File: config.mk
export PLATFORM = sky130hd
export DESIGN_NAME = watch_edit_ctrl
export DESIGN_NICKNAME = d
export VERILOG_FILES = /design/src/rtl/watch_edit_ctrl.sv
export SDC_FILE = /design/constraint.sdc
export NUM_CORES = 1
export LEC_CHECK = 0
export BUFFER_PORTS_ARGS = -buffer_cell sky130_fd_sc_hd__buf_2
export CORE_ASPECT_RATIO = 1.25
export CORE_UTILIZATION = 60
export CTS_BUF_LIST = sky130_fd_sc_hd__clkbuf_2 sky130_fd_sc_hd__clkbuf_4 sky130_fd_sc_hd__clkbuf_8
export CTS_CLUSTER_DIAMETER = 60
export DETAILED_ROUTE_END_ITERATION = 10
export GPL_ROUTABILITY_DRIVEN = 0
export PLACE_DENSITY_LB_ADDON = 0.08
export SLEW_MARGIN = 25
export SYNTH_ARGS = -nofsm -noshare
export SYNTH_HDL_FRONTEND = slang
export SYNTH_SLANG_ARGS = --single-unit
export TNS_END_PERCENT = 1
File: constraint.sdc
create_clock -name clk -period 4.5 [get_ports clk]
set_input_delay 0.225 -clock clk [delete_from_list [all_inputs] [get_ports clk]]
set_output_delay 0.225 -clock clk [all_outputs]
set_load 0.02 [all_outputs]
File: src/rtl/watch_edit_ctrl.sv
`default_nettype none
// ==== watch_edit_ctrl : button conditioning, edit-mode FSM, hold-to-repeat ====
// ==== inactivity timeout and blink strobe for time setting.     rev 1.0   ====
module watch_edit_ctrl #(
  parameter int DEBOUNCE_CYCLES = 100_000,
  parameter int REPEAT_DELAY    = 50_000_000,
  parameter int REPEAT_PERIOD   = 10_000_000,
  parameter int TIMEOUT_CYCLES  = 1_000_000_000,
  parameter int BLINK_HALF      = 25_000_000
) (
  input  logic clk,
  input  logic rst,
  input  logic btn_mode,
  input  logic btn_up,
  input  logic btn_down,
  output logic o_sel_hour,
  output logic o_sel_min,
  output logic o_sel_sec,
  output logic o_btn_up,
  output logic o_btn_down,
  output logic o_edit,
  output logic o_blink
);

  localparam int DB_W    = (DEBOUNCE_CYCLES > 1) ? $clog2(DEBOUNCE_CYCLES) : 1;
  localparam int REP_MAX = (REPEAT_DELAY > REPEAT_PERIOD) ? REPEAT_DELAY : REPEAT_PERIOD;
  localparam int REP_W   = (REP_MAX > 1) ? $clog2(REP_MAX) : 1;
  localparam int TO_W    = (TIMEOUT_CYCLES > 1) ? $clog2(TIMEOUT_CYCLES) : 1;
  localparam int BL_W    = (BLINK_HALF > 1) ? $clog2(BLINK_HALF) : 1;

  localparam logic [DB_W-1:0]  DB_LAST    = DB_W'(DEBOUNCE_CYCLES - 1);
  localparam logic [REP_W-1:0] DELAY_LAST = REP_W'(REPEAT_DELAY - 1);
  localparam logic [REP_W-1:0] PER_LAST   = REP_W'(REPEAT_PERIOD - 1);
  localparam logic [TO_W-1:0]  TO_LAST    = TO_W'(TIMEOUT_CYCLES - 1);
  localparam logic [BL_W-1:0]  BL_LAST    = BL_W'(BLINK_HALF - 1);

  typedef enum logic [1:0] {
    RUN       = 2'd0,
    EDIT_HOUR = 2'd1,
    EDIT_MIN  = 2'd2,
    EDIT_SEC  = 2'd3
  } state_t;

  // Button vectors are ordered {down, up, mode}
  logic [2:0]      raw, sync1, sync2, deb, deb_d, evt;
  logic [DB_W-1:0] db_cnt [3];

  state_t          state, state_next;
  logic            rep_active, rep_active_next;
  logic            rep_dir, rep_dir_next;
  logic            rep_periodic, rep_periodic_next;
  logic [REP_W-1:0] rep_cnt, rep_cnt_next, rep_limit;
  logic [TO_W-1:0] idle_cnt;
  logic [BL_W-1:0] blink_cnt;
  logic            pulse_up, pulse_down;
  logic            mode_evt, up_evt, down_evt, up_lvl, down_lvl;
  logic            in_edit, timeout_hit, state_change, rep_held;

  assign raw = {btn_down, btn_up, btn_mode};

  always_ff @(posedge clk or negedge rst) begin
    if (!rst) begin
      sync1 <= '0;
      sync2 <= '0;
      deb   <= '0;
      deb_d <= '0;
      evt   <= '0;
      for (int i = 0; i < 3; i++) db_cnt[i] <= '0;
    end else begin
      sync1 <= raw;
      sync2 <= sync1;
      deb_d <= deb;
      evt   <= deb & ~deb_d;
      for (int i = 0; i < 3; i++) begin
        if (sync2[i] == deb[i]) begin
          db_cnt[i] <= '0;
        end else if (db_cnt[i] == DB_LAST) begin
          deb[i]    <= sync2[i];
          db_cnt[i] <= '0;
        end else begin
          db_cnt[i] <= db_cnt[i] + DB_W'(1);
        end
      end
    end
  end

  assign mode_evt     = evt[0];
  assign up_evt       = evt[1];
  assign down_evt     = evt[2];
  assign up_lvl       = deb[1];
  assign down_lvl     = deb[2];
  assign in_edit      = (state != RUN);
  assign timeout_hit  = in_edit && (idle_cnt == TO_LAST);
  assign rep_limit    = rep_periodic ? PER_LAST : DELAY_LAST;
  assign rep_held     = rep_dir ? (down_lvl && !up_lvl) : (up_lvl && !down_lvl);
  assign state_change = (state_next != state);

  always_ff @(posedge clk or negedge rst) begin
    if (!rst) state <= RUN;
    else      state <= state_next;
  end

  // Priority: mode press, then timeout, then up/down; anything that leaves
  // the repeat branch untouched falls back to the cleared defaults.
  always_comb begin
    state_next        = state;
    pulse_up          = 1'b0;
    pulse_down        = 1'b0;
    rep_active_next   = 1'b0;
    rep_dir_next      = rep_dir;
    rep_periodic_next = 1'b0;
    rep_cnt_next      = '0;
    if (mode_evt) begin
      case (state)
        RUN:       state_next = EDIT_HOUR;
        EDIT_HOUR: state_next = EDIT_MIN;
        EDIT_MIN:  state_next = EDIT_SEC;
        default:   state_next = RUN;
      endcase
    end else if (timeout_hit) begin
      state_next = RUN;
    end else if (in_edit) begin
      if (up_evt && !down_evt) begin
        pulse_up        = 1'b1;
        rep_active_next = 1'b1;
        rep_dir_next    = 1'b0;
      end else if (down_evt && !up_evt) begin
        pulse_down      = 1'b1;
        rep_active_next = 1'b1;
        rep_dir_next    = 1'b1;
      end else if (rep_active && rep_held) begin
        rep_active_next   = 1'b1;
        rep_periodic_next = rep_periodic;
        if (rep_cnt == rep_limit) begin
          pulse_up          = !rep_dir;
          pulse_down        = rep_dir;
          rep_periodic_next = 1'b1;
        end else begin
          rep_cnt_next = rep_cnt + REP_W'(1);
        end
      end
    end
  end

  always_ff @(posedge clk or negedge rst) begin
    if (!rst) begin
      rep_active   <= 1'b0;
      rep_dir      <= 1'b0;
      rep_periodic <= 1'b0;
      rep_cnt      <= '0;
      idle_cnt     <= '0;
      blink_cnt    <= '0;
      o_blink      <= 1'b0;
      o_sel_hour   <= 1'b0;
      o_sel_min    <= 1'b0;
      o_sel_sec    <= 1'b0;
      o_edit       <= 1'b0;
      o_btn_up     <= 1'b0;
      o_btn_down   <= 1'b0;
    end else begin
      rep_active   <= rep_active_next;
      rep_dir      <= rep_dir_next;
      rep_periodic <= rep_periodic_next;
      rep_cnt      <= rep_cnt_next;

      if (state_change || pulse_up || pulse_down || !in_edit) idle_cnt <= '0;
      else                                                     idle_cnt <= idle_cnt + TO_W'(1);

      // Blink phase restarts high on every entry into an edit field
      if (state_change) begin
        blink_cnt <= '0;
        o_blink   <= (state_next != RUN);
      end else if (!in_edit) begin
        blink_cnt <= '0;
        o_blink   <= 1'b0;
      end else if (blink_cnt == BL_LAST) begin
        blink_cnt <= '0;
        o_blink   <= ~o_blink;
      end else begin
        blink_cnt <= blink_cnt + BL_W'(1);
      end

      o_sel_hour <= (state_next == EDIT_HOUR);
      o_sel_min  <= (state_next == EDIT_MIN);
      o_sel_sec  <= (state_next == EDIT_SEC);
      o_edit     <= (state_next != RUN);
      o_btn_up   <= pulse_up;
      o_btn_down <= pulse_down;
    end
  end

endmodule
`default_nettype wire

==> impl_metrics.toml, run 1 <==
[setup_path]
worst-path-max-fanout = 30
crit_type = "reg2reg"
worst_setup_path_start_kind = "flip-flop"
kind_of_end_point_of_the_critical_path = "flip-flop"
cpPeakStageDelay_ns = 0.52
required_ns = 4.82
path_buf_inv = 2
critical_path_arrival_ns = 3.15
critical-path-slowest-cell = "sky130_fd_sc_hd__or3_1"
cp_cell_sequence = "inv_1, ha_1, nor4b_1, nand4_1, or3_1, o211ai_4, buf_4, a21oi_2"
critical-path-top-delay-family = "simple AND/OR/NAND/NOR gates"

[timing]
layout_worst_path_cycle_share_pct = 62.9
finClkSkew_ns = 0.0141
final.min_clock_period_ns = 2.83
finalHoldViolations = 0
timing_worst_slew_pin_value_ns = 0.788
number_of_setup_violations_in_the_final_report = 0
slew_headroom_pct = 47.4
drv_slew = 0
finalSetupTns_ns = 0
rsz0062_at_grt = "no"
max_freq_mhz = 353

[floorplanning]
io-pin-count = 12
die_y_um = 129
die_area_um2 = 13500
rows = 46
start_util_pct = 61.6
chip_width_um = 104
core_region_area_um2 = 12700

[clock_network]
post-cts-setup-buffers = 0
tritoncts_clock_tree = "done"
cts_buffers = 17
clock_sink_count = 159
clkSlewWorstSetupHoldPaths_ns = 0.09
hold_buffers = 4
cts_htree_levels = 4
worst_skew_pair.late_latency_ns = 0.46
cts_max_path_buffers = 2
gates_resized_cts_repair = 0
clock-root-buffer = "sky130_fd_sc_hd__clkbuf_8"

[logic_synthesis]
synth-edff-count = 0
synthArstFlopShare_pct = 100
postSynthAreaPerCell_um2 = 10.2
synth_cell_type_count = 54
dominantRegCellSynth = "sky130_fd_sc_hd__dfrtp_1"
ys_warn_count = 0
portion_of_the_post_synthesis_area_used_by_sequential_elements_pct = 51.0
synth.net_count = 781
flops_latches_synth = 159
synthesis.area_um2 = 7800
postSynthCellCount = 766

[finish]
number_of_inserted_filler_cells_in_the_final_layout = 1031
final-instance-count-excl-fill = 963
areaGrowthSynthToFinish_pct = 8.54
antenna_diodes = 0
layout.cells.most_common = "sky130_fd_sc_hd__dfrtp_1"
final_nets = 797
area.sequential_um2 = 3980
final_layout_size_suffix_gt1_share_pct = 11.6
final_cell_area_excluding_filler_cells_um2 = 8460
multiInputGateArea_um2 = 3620
final_cell_mix = "sky130_fd_sc_hd__dfrtp_1, sky130_fd_sc_hd__nor2_1, sky130_fd_sc_hd__xor2_1"

[place]
detailed_place.area_um2 = 7990
hpwl_reported_at_the_end_of_detailed_placement_um = 9280
numPortBuffers = 11
dpl.cell_count = 927

[drt]
drtAntennaViolNets = 0
routedWlPerCell_um = 14.9
number_of_drc_violations_after_detailed_routing = 0
route.vias.total = 5485
drt_pass1_iterations = 4
drt_iter0_markers = 284
drt-vias-per-instance = 5.70
routed_wirelength_um = 14400

[pwr]
power.static_leakage_nw = 3.46
pwr_density_cell_nw_per_um2 = 308
ir_drop_mv = 0.263
totalPowerFinal_mw = 2.61

[global_routing]
grt_overflow_total = 0
via_count_of_the_first_global_routing_pass = 5429
antenna_found_initial = 0
global_route_usage_over_all_layers_pct = 23.3
grt_first_pass_wirelength_um = 24900
largest_net_degree_at_the_start_of_global_routing = 88

[run]
cap_viol_max_count = 0

[min_path]
timing.hold.worst.class = "reg2reg"

[status]
run_status = "completed"
[stage by stage]
step / setup WS [ns] / hold WS (ns) / utilization [%]
global placement: 1.84 / 0.333 / 63.1
global route: 1.49 / 0.364 / 66.8
CTS: 1.56 / 0.345 / 66.8
detailed placement: 1.69 / 0.334 / 63.1
floorplan: 2.35 / -0.0706 / -
finish: 1.67 / 0.342 / 66.8
[flip-flops by register name (all words and copies together), names as in the netlist, 2 cells and up]
name and count:
sync1 3, evt 3, blink_cnt 25, idle_cnt 30, deb_d 3, sync2 3, deb 3, state 2
db_cnt 51, rep_cnt 26
[area by class of cell]
| type | instances | share of cell area [%] |
|---|---|---|
| Sequential cell | 159 | 47.0 |
| Clock inverter | 12 | 1.89 |
| Tap cell | 168 | 2.48 |
| Timing Repair Buffer | 19 | 1.55 |
| Inverter | 26 | 1.15 |
| Clock buffer | 20 | 3.10 |
| Multi-Input combinational cell | 559 | 42.8 |
[logic make-up after synthesis]
logic type / Yosys count / synth area share [%]
DFF: 159 / 51.0
and+or+nand+nor: 364 / 24.1
xor gates and xnor gates: 122 / 13.7
adders and majority gates: 10 / 1.60
AOI/OAI and AO/OA: 60 / 6.45
buffers and inverters: 48 / 2.73
muxes: 3 / 0.433
[power breakdown]
group / internal, mW / leakage, nW / switching, mW
combinational: 0.0130 / 1.05 / 0.0414
sequential: 1.44 / 2.20 / 0.00771
clock: 0.579 / 0.203 / 0.530
total: 2.03 / 3.46 / 0.579
[path summary, 6_finish.rpt]
path	start	end	slack (ns)	cells past startpoint
max	state[1]	idle_cnt[6]	1.67	8
min	sync1[2]	sync2[2]	0.34	0
max reg2reg	state[1]	idle_cnt[6]	1.67	8
min reg2reg	sync1[2]	sync2[2]	0.34	0
max in group asynchronous	rst	db_cnt[29]	3.08	3
min in group asynchronous	rst	idle_cnt[14]	0.38	2
[synth_stat cells (14+ instances only)]
cell,instances,area (um^2)
sky130_fd_sc_hd__a21oi_2,29,254
sky130_fd_sc_hd__and3_1,17,106
sky130_fd_sc_hd__dfrtp_1,159,3980
sky130_fd_sc_hd__inv_1,26,97.6
sky130_fd_sc_hd__nand2_1,47,176
sky130_fd_sc_hd__nand3_1,44,220
sky130_fd_sc_hd__nand4_1,36,225
sky130_fd_sc_hd__nor2_1,125,469
sky130_fd_sc_hd__nor3_1,23,115
sky130_fd_sc_hd__nor4_1,14,87.6
sky130_fd_sc_hd__xnor2_1,58,508
sky130_fd_sc_hd__xor2_1,64,561
[per-layer routing]
| metal | GRT usage (%) | part of all wire, % | up-vias |
|---|---|---|---|
| li1 | - | - | 2672 |
| met1 | 28.9 | 44 | 2710 |
| met2 | 38.9 | 50 | 83 |
| met3 | 5.48 | 3.3 | 20 |
| met4 | 11.0 | 2.1 | 0 |
| met5 | 0 | 0 | - |
No activity file was read; power rests on OpenSTA's default activity.
==> inputs of run 2 (changes only) <==
--- a/config.mk
+++ b/config.mk
@@ -5,6 +5,7 @@
 export SDC_FILE = /design/constraint.sdc
 export NUM_CORES = 1
 export LEC_CHECK = 0
+export ABC_AREA = 1
 export BUFFER_PORTS_ARGS = -buffer_cell sky130_fd_sc_hd__buf_2
 export CORE_ASPECT_RATIO = 1.25
 export CORE_UTILIZATION = 60
==> constraint.sdc (replaced) <==
create_clock -name clk -period 2.93 [get_ports clk]
set_input_delay 0.1465 -clock clk [delete_from_list [all_inputs] [get_ports clk]]
set_output_delay 0.1465 -clock clk [all_outputs]
set_load 0.02 [all_outputs]
==> run 2 against run 1 <==
  * Critical endpoint is now idle_cnt[5]
  * Combinational power rose by 62%
  * Clock skew fell by 0.0045 ns
  * Die area rose by 8.6%
  * Largest cell class unchanged
  * Routed wire length rose by 9.1%
  * Critical path depth rose by 6
  * Area after synthesis rose by 8.7%
  * Cell count rose by 26%
  * Synthesized cell count rose by 31%
  * Worst hold slack got worse by 0.17 ns
==> impl_metrics.toml, run 2 <==
[clock_network]
cts_max_path_buffers = 2
hold_buffers = 4
tritoncts_clock_tree = "done"
worst_skew_pair.late_latency_ns = 0.46
cts_buffers = 17
post-cts-setup-buffers = 0
clock-root-buffer = "sky130_fd_sc_hd__clkbuf_8"
cts_htree_levels = 4
clkSlewWorstSetupHoldPaths_ns = 0.09
clock_sink_count = 159
gates_resized_cts_repair = 0

[timing]
timing_worst_slew_pin_value_ns = 0.833
rsz0062_at_grt = "no"
layout_worst_path_cycle_share_pct = 89.4
finClkSkew_ns = 0.00958
hold-worst-slack_ns = 0.176
postLayoutSetupSlackWorst_ns = 0.311
final.min_clock_period_ns = 2.62
slew_headroom_pct = 44.4
finalHoldViolations = 0
max_freq_mhz = 382
finalSetupTns_ns = 0
number_of_setup_violations_in_the_final_report = 0
drv_slew = 0

[pwr]
ir_drop_mv = 0.315
power.static_leakage_nw = 3.76
pwr_density_cell_nw_per_um2 = 430

[finish]
antenna_diodes = 0
final_layout_size_suffix_gt1_share_pct = 15.6
area.sequential_um2 = 3980
areaGrowthSynthToFinish_pct = 7.84
final_nets = 1045
largest_register_ff_count = 51
number_of_inserted_filler_cells_in_the_final_layout = 1186
final_util_pct = 66.2
biggestRegsByFlops = "db_cnt: 51 flops, idle_cnt: 30 flops, rep_cnt: 26 flops"
final_cell_mix = "sky130_fd_sc_hd__nand2_1, sky130_fd_sc_hd__dfrtp_1, sky130_fd_sc_hd__inv_1"
layout.cells.most_common = "sky130_fd_sc_hd__nand2_1"
top_register = "db_cnt"
multiInputGateArea_um2 = 3880

[floorplanning]
chip_width_um = 108
die_area_um2 = 14600
io-pin-count = 12
die_y_um = 135
core_region_area_um2 = 13800
start_util_pct = 61.4
rows = 48

[logic_synthesis]
postSynthAreaPerCell_um2 = 8.46
yosysTopAreaCell = "sky130_fd_sc_hd__dfrtp_1"
synthTopCellsByArea = "sky130_fd_sc_hd__dfrtp_1, sky130_fd_sc_hd__nand2_1, sky130_fd_sc_hd__inv_1"
netlist.area_leader.share_pct = 46.9
yosys-top-cells-count = "sky130_fd_sc_hd__nand2_1, sky130_fd_sc_hd__dfrtp_1, sky130_fd_sc_hd__inv_1, sky130_fd_sc_hd__nor2_1, sky130_fd_sc_hd__nor2_2"
synthesis.area_um2 = 8480
postSynthCellCount = 1002
portion_of_the_post_synthesis_area_used_by_sequential_elements_pct = 46.9
ys_warn_count = 0
yosys.cell_count.top_type = "sky130_fd_sc_hd__nand2_1"
synth.net_count = 1017
synth-edff-count = 0
flops_latches_synth = 159
dominantRegCellSynth = "sky130_fd_sc_hd__dfrtp_1"
synthArstFlopShare_pct = 100
synth_cell_type_count = 43

[drt]
route.vias.total = 6324
drt-met1-wl_um = 7200
routed_met2_length_um = 7860
routed-wl-met3_um = 339
drt_pass1_iterations = 5
drt-vias-per-instance = 5.19
routedWlPerCell_um = 12.9
drtAntennaViolNets = 0
drt_iter0_markers = 310
highest-signal-layer = "met4"
routed_wirelength_um = 15700
number_of_drc_violations_after_detailed_routing = 0

[setup_path]
worst-path-max-fanout = 30
critical_path_arrival_ns = 2.99
required_ns = 3.30
kind_of_end_point_of_the_critical_path = "flip-flop"
crit_type = "reg2reg"
worstRegToRegCells = 14
worst_setup_path_start_kind = "flip-flop"

[global_routing]
grt_overflow_total = 0
antenna_found_initial = 0
grt_first_pass_wirelength_um = 27600
via_count_of_the_first_global_routing_pass = 6317
global_route_usage_over_all_layers_pct = 24.0
largest_net_degree_at_the_start_of_global_routing = 87

[place]
hpwl_reported_at_the_end_of_detailed_placement_um = 11300
detailedPlace.worstSlack_ns = 0.296
numPortBuffers = 11

[run]
cap_viol_max_count = 0

[status]
run_status = "completed"

[min_path]
timing.hold.worst.class = "in2async"
-- run 2: cell count changes after synthesis, moves of 29 or more --
cell	previous run	this run
sky130_fd_sc_hd__nand2_1	47	179
sky130_fd_sc_hd__inv_1	26	133
sky130_fd_sc_hd__nor2_2	0	65
sky130_fd_sc_hd__xnor2_1	58	18
sky130_fd_sc_hd__nor3_1	23	57
sky130_fd_sc_hd__a21oi_2	29	0
-- run 2: power breakdown --
group / total, mW / internal [mW] / switching [mW]
logic: 0.0882 / 0.0234 / 0.0648
clock network: 1.63 / 0.769 / 0.859
registers: 2.21 / 2.21 / 0.00863
total: 3.93 / 3.00 / 0.932
-- run 2: kinds of logic (layout without fill, tap and decap cells) --
family | Yosys count | count (layout) | share of synthesized area [%]
compound gates | 58 | 58 | 3.90
xor+xnor | 63 | 63 | 6.51
fa+ha+maj | 10 | 10 | 1.48
mux | 2 | 2 | 0.266
simple gates | 561 | 561 | 33.6
flops | 159 | 159 | 46.9
buf+inv | 149 | 190 | 7.29
-- run 2: final cells by class --
cell class	count	area share [%]
tap	175	2.39
inverter	139	5.73
clock buffer	17	2.56
sequential	159	43.5
clock inverter	15	1.77
multi-input combinational	694	42.5
timing repair buffer	19	1.57
-- run 2: critical path: stages (launching register included) --
cell and delay, ns:
sky130_fd_sc_hd__dfrtp_1 0.40, sky130_fd_sc_hd__inv_1 0.13, sky130_fd_sc_hd__ha_1 0.24, sky130_fd_sc_hd__inv_2 0.10, sky130_fd_sc_hd__nand2_1 0.07, sky130_fd_sc_hd__nor2_1 0.04, sky130_fd_sc_hd__nand2_1 0.05, sky130_fd_sc_hd__nor2_1 0.04
sky130_fd_sc_hd__nand2_2 0.07, sky130_fd_sc_hd__nand2_2 0.09, sky130_fd_sc_hd__nand3_1 0.08, sky130_fd_sc_hd__nand2_1 0.08, sky130_fd_sc_hd__nor2_4 0.19, sky130_fd_sc_hd__nand4_4 0.65, sky130_fd_sc_hd__nor2_2 0.27
-- run 2: stage by stage --
stage	cell area (um^2)	cells	power, mW
2_1_floorplan	8480	1002	2.29
3_3_place_gp	8710	1182	2.35
5_1_grt	9140	1218	4.09
6_report	9140	1218	3.93
4_1_cts	9140	1218	3.97
3_5_place_dp	8710	1182	2.35
-- run 2: metal layers --
layer / vias to the layer above / track usage, %
met3: 31 / 4.83
met1: 2959 / 29.7
li1: 3264 / -
met5: - / 0
met4: 0 / 9.16
met2: 70 / 41.1
-- run 2: worst paths after layout --
| path | from | endpoint | slack (ns) |
|---|---|---|---|
| hold reg to reg | sync1[1] | sync2[1] | 0.35 |
| hold / removal | rst | rep_cnt[10] | 0.18 |
| min in group clk | btn_up | sync1[1] | 0.33 |
| setup / recovery | state[0] | idle_cnt[5] | 0.31 |
| setup reg to reg | state[0] | idle_cnt[5] | 0.31 |
| max in group asynchronous | rst | db_cnt[27] | 1.96 |
==> inputs of run 3 (changes only) <==
--- a/config.mk
+++ b/config.mk
@@ -5,7 +5,7 @@
 export SDC_FILE = /design/constraint.sdc
 export NUM_CORES = 1
 export LEC_CHECK = 0
-export ABC_AREA = 1
+export ABC_AREA = 0
 export BUFFER_PORTS_ARGS = -buffer_cell sky130_fd_sc_hd__buf_2
 export CORE_ASPECT_RATIO = 1.25
 export CORE_UTILIZATION = 60
@@ -13,7 +13,8 @@
 export CTS_CLUSTER_DIAMETER = 60
 export DETAILED_ROUTE_END_ITERATION = 10
 export GPL_ROUTABILITY_DRIVEN = 0
-export PLACE_DENSITY_LB_ADDON = 0.08
+export PLACE_DENSITY = 0.76
+export REMOVE_ABC_BUFFERS = 1
 export SLEW_MARGIN = 25
 export SYNTH_ARGS = -nofsm -noshare
 export SYNTH_HDL_FRONTEND = slang
==> run 3 against run 2 <==
  * Core utilization grew 1.1 points
  * Global-route usage shrank 0.54 points
  * First-iteration DRC count is 8.7% lower
  * Cell count shrank 21%
  * Clock power grew 9%
  * Die area is 7.9% lower
  * Clock skew is 0.0013 ns higher
==> impl_metrics.toml, run 3 (same netlist as run 1, synthesis figures left out) <==
[status]
run_status = "completed"

[setup_path]
critical_path_arrival_ns = 3.01
critical-path-top-delay-family = "simple AND/OR/NAND/NOR gates"
rr_startpoint = "state[1]"
worstSetupStartpoint = "state[1]"
kind_of_end_point_of_the_critical_path = "flip-flop"
cp_cell_sequence = "inv_1, ha_1, nor4b_1, nand4_1, or3_1, nand4_2, nor2_1"
worstRegToRegCells = 7
cpPeakStageDelay_ns = 0.49
path_buf_inv = 1
worst_setup_path_start_kind = "flip-flop"
crit_cells = 7
required_ns = 3.23
ff2ff_setup_slack_ns = 0.23
crit_path_end = "rep_cnt[25]"
critical_path.reg2reg.endpoint = "rep_cnt[25]"
critical-path-slowest-cell = "sky130_fd_sc_hd__or3_1"
crit_type = "reg2reg"
worst-path-max-fanout = 25

[pwr]
ir_drop_mv = 0.271
pwr_density_cell_nw_per_um2 = 480
totalPowerFinal_mw = 4.09
power.static_leakage_nw = 3.51

[clock_network]
clock_sink_count = 159
tritoncts_clock_tree = "done"
gates_resized_cts_repair = 0
hold_buffers = 4
cts_htree_levels = 4
cts_buffers = 17
clkSlewWorstSetupHoldPaths_ns = 0.08
clock-root-buffer = "sky130_fd_sc_hd__clkbuf_8"
post-cts-setup-buffers = 0
cts_max_path_buffers = 2
worst_skew_pair.late_latency_ns = 0.45

[timing]
rsz0062_at_grt = "no"
drv_slew = 0
final.min_clock_period_ns = 2.70
slew_headroom_pct = 44.0
layout_worst_path_cycle_share_pct = 92.3
finalHoldViolations = 0
hold-worst-slack_ns = 0.311
postLayoutSetupSlackWorst_ns = 0.226
timing_worst_slew_pin_value_ns = 0.834
finClkSkew_ns = 0.0109
number_of_setup_violations_in_the_final_report = 0
finalSetupTns_ns = 0
max_freq_mhz = 370

[finish]
antenna_diodes = 0
final_cell_mix = "sky130_fd_sc_hd__dfrtp_1, sky130_fd_sc_hd__nor2_1, sky130_fd_sc_hd__xor2_1"
final_nets = 800
final_cell_area_excluding_filler_cells_um2 = 8520
biggestRegsByFlops = "db_cnt: 51 flops, idle_cnt: 30 flops, rep_cnt: 26 flops"
top_register = "db_cnt"
layout.cells.most_common = "sky130_fd_sc_hd__dfrtp_1"
largest_register_ff_count = 51
areaGrowthSynthToFinish_pct = 9.29
number_of_inserted_filler_cells_in_the_final_layout = 967
final_layout_size_suffix_gt1_share_pct = 11.7

[drt]
drt_iter0_markers = 283
drt_pass1_iterations = 6
number_of_drc_violations_after_detailed_routing = 0
route.vias.total = 5503
drt-vias-per-instance = 5.71
routed_wirelength_um = 14400
routedWlPerCell_um = 14.9
drtAntennaViolNets = 0

[place]
detailed_place.area_um2 = 8040
detailedPlace.worstSlack_ns = 0.307
numPortBuffers = 11
hpwl_reported_at_the_end_of_detailed_placement_um = 9760

[run]
cap_viol_max_count = 0

[global_routing]
via_count_of_the_first_global_routing_pass = 5617
grt_first_pass_wirelength_um = 25400
grt_overflow_total = 0
global_route_usage_over_all_layers_pct = 23.5
largest_net_degree_at_the_start_of_global_routing = 87
antenna_found_initial = 0

[floorplanning]
rows = 46
die_area_um2 = 13500
start_util_pct = 61.6
chip_width_um = 104
die_y_um = 129
core_region_area_um2 = 12700
io-pin-count = 12

[min_path]
timing.hold.worst.class = "in2async"
-- run 3: cell count changes in the layout (fill, tap and decap cells not counted), moves of 12 or more --
cell                      before  now
sky130_fd_sc_hd__and3_1        2   17
sky130_fd_sc_hd__nor3_1       57   23
sky130_fd_sc_hd__nand4_1      24   36
sky130_fd_sc_hd__xor2_1       45   64
sky130_fd_sc_hd__nor2_4       15    0
sky130_fd_sc_hd__and4_1        0   12
sky130_fd_sc_hd__nor2_2       65    0
sky130_fd_sc_hd__a21oi_2       0   29
sky130_fd_sc_hd__xnor2_1      18   58
sky130_fd_sc_hd__inv_1       133   26
sky130_fd_sc_hd__a21oi_1      25    3
sky130_fd_sc_hd__nand2_1     179   47
sky130_fd_sc_hd__nor2_1      113  125
-- run 3: worst min path at each step --
stage / end / from / cells after the start
2_1_floorplan: blink_cnt[0] / rst / 0
3_3_place_gp: db_cnt[26] / rst / 1
3_5_place_dp: db_cnt[26] / rst / 1
4_1_cts: sync1[0] / btn_mode / 2
5_1_grt: sync1[0] / btn_mode / 2
6_report: blink_cnt[20] / rst / 2
-- run 3: area by class of cell --
type / count / area, um^2 / share of cell area, %
Sequential cell: 159 / 3980 / 46.7
Multi-Input combinational cell: 559 / 3620 / 42.4
Clock buffer: 24 / 312 / 3.66
Tap cell: 168 / 210 / 2.47
Timing Repair Buffer: 22 / 179 / 2.10
Clock inverter: 6 / 130 / 1.53
Inverter: 26 / 97.6 / 1.15
-- run 3: power breakdown --
| part | leakage (nW) | switching, mW | internal [mW] |
|---|---|---|---|
| Sequential | 2.20 | 0.0118 | 2.21 |
| Clock | 0.229 | 0.748 | 1.04 |
| Combinational | 1.08 | 0.0640 | 0.0227 |
-- run 3: per-stage QoR --
step / util, % / std cells
final: 67.3 / 964
after global routing: 67.3 / 964
after CTS: 67.3 / 964
after detailed placement: 63.5 / 930
after global placement: 63.5 / 930
after floorplan: - / 744
-- run 3: layer usage --
metal	global-route usage, %	share of wire (%)	vias to the layer above
met4	11.2	1.8	0
met1	28.8	45	2717
met3	4.53	2.7	26
li1	-	-	2680
met2	40.3	51	80
met5	0	0	-
-- run 3: worst reg2reg max path: stages, from the launching register on --
cell	delay, ns
sky130_fd_sc_hd__dfrtp_1	0.47
sky130_fd_sc_hd__inv_1	0.15
sky130_fd_sc_hd__ha_1	0.30
sky130_fd_sc_hd__nor4b_1	0.33
sky130_fd_sc_hd__nand4_1	0.23
sky130_fd_sc_hd__or3_1	0.49
sky130_fd_sc_hd__nand4_2	0.45
sky130_fd_sc_hd__nor2_1	0.14
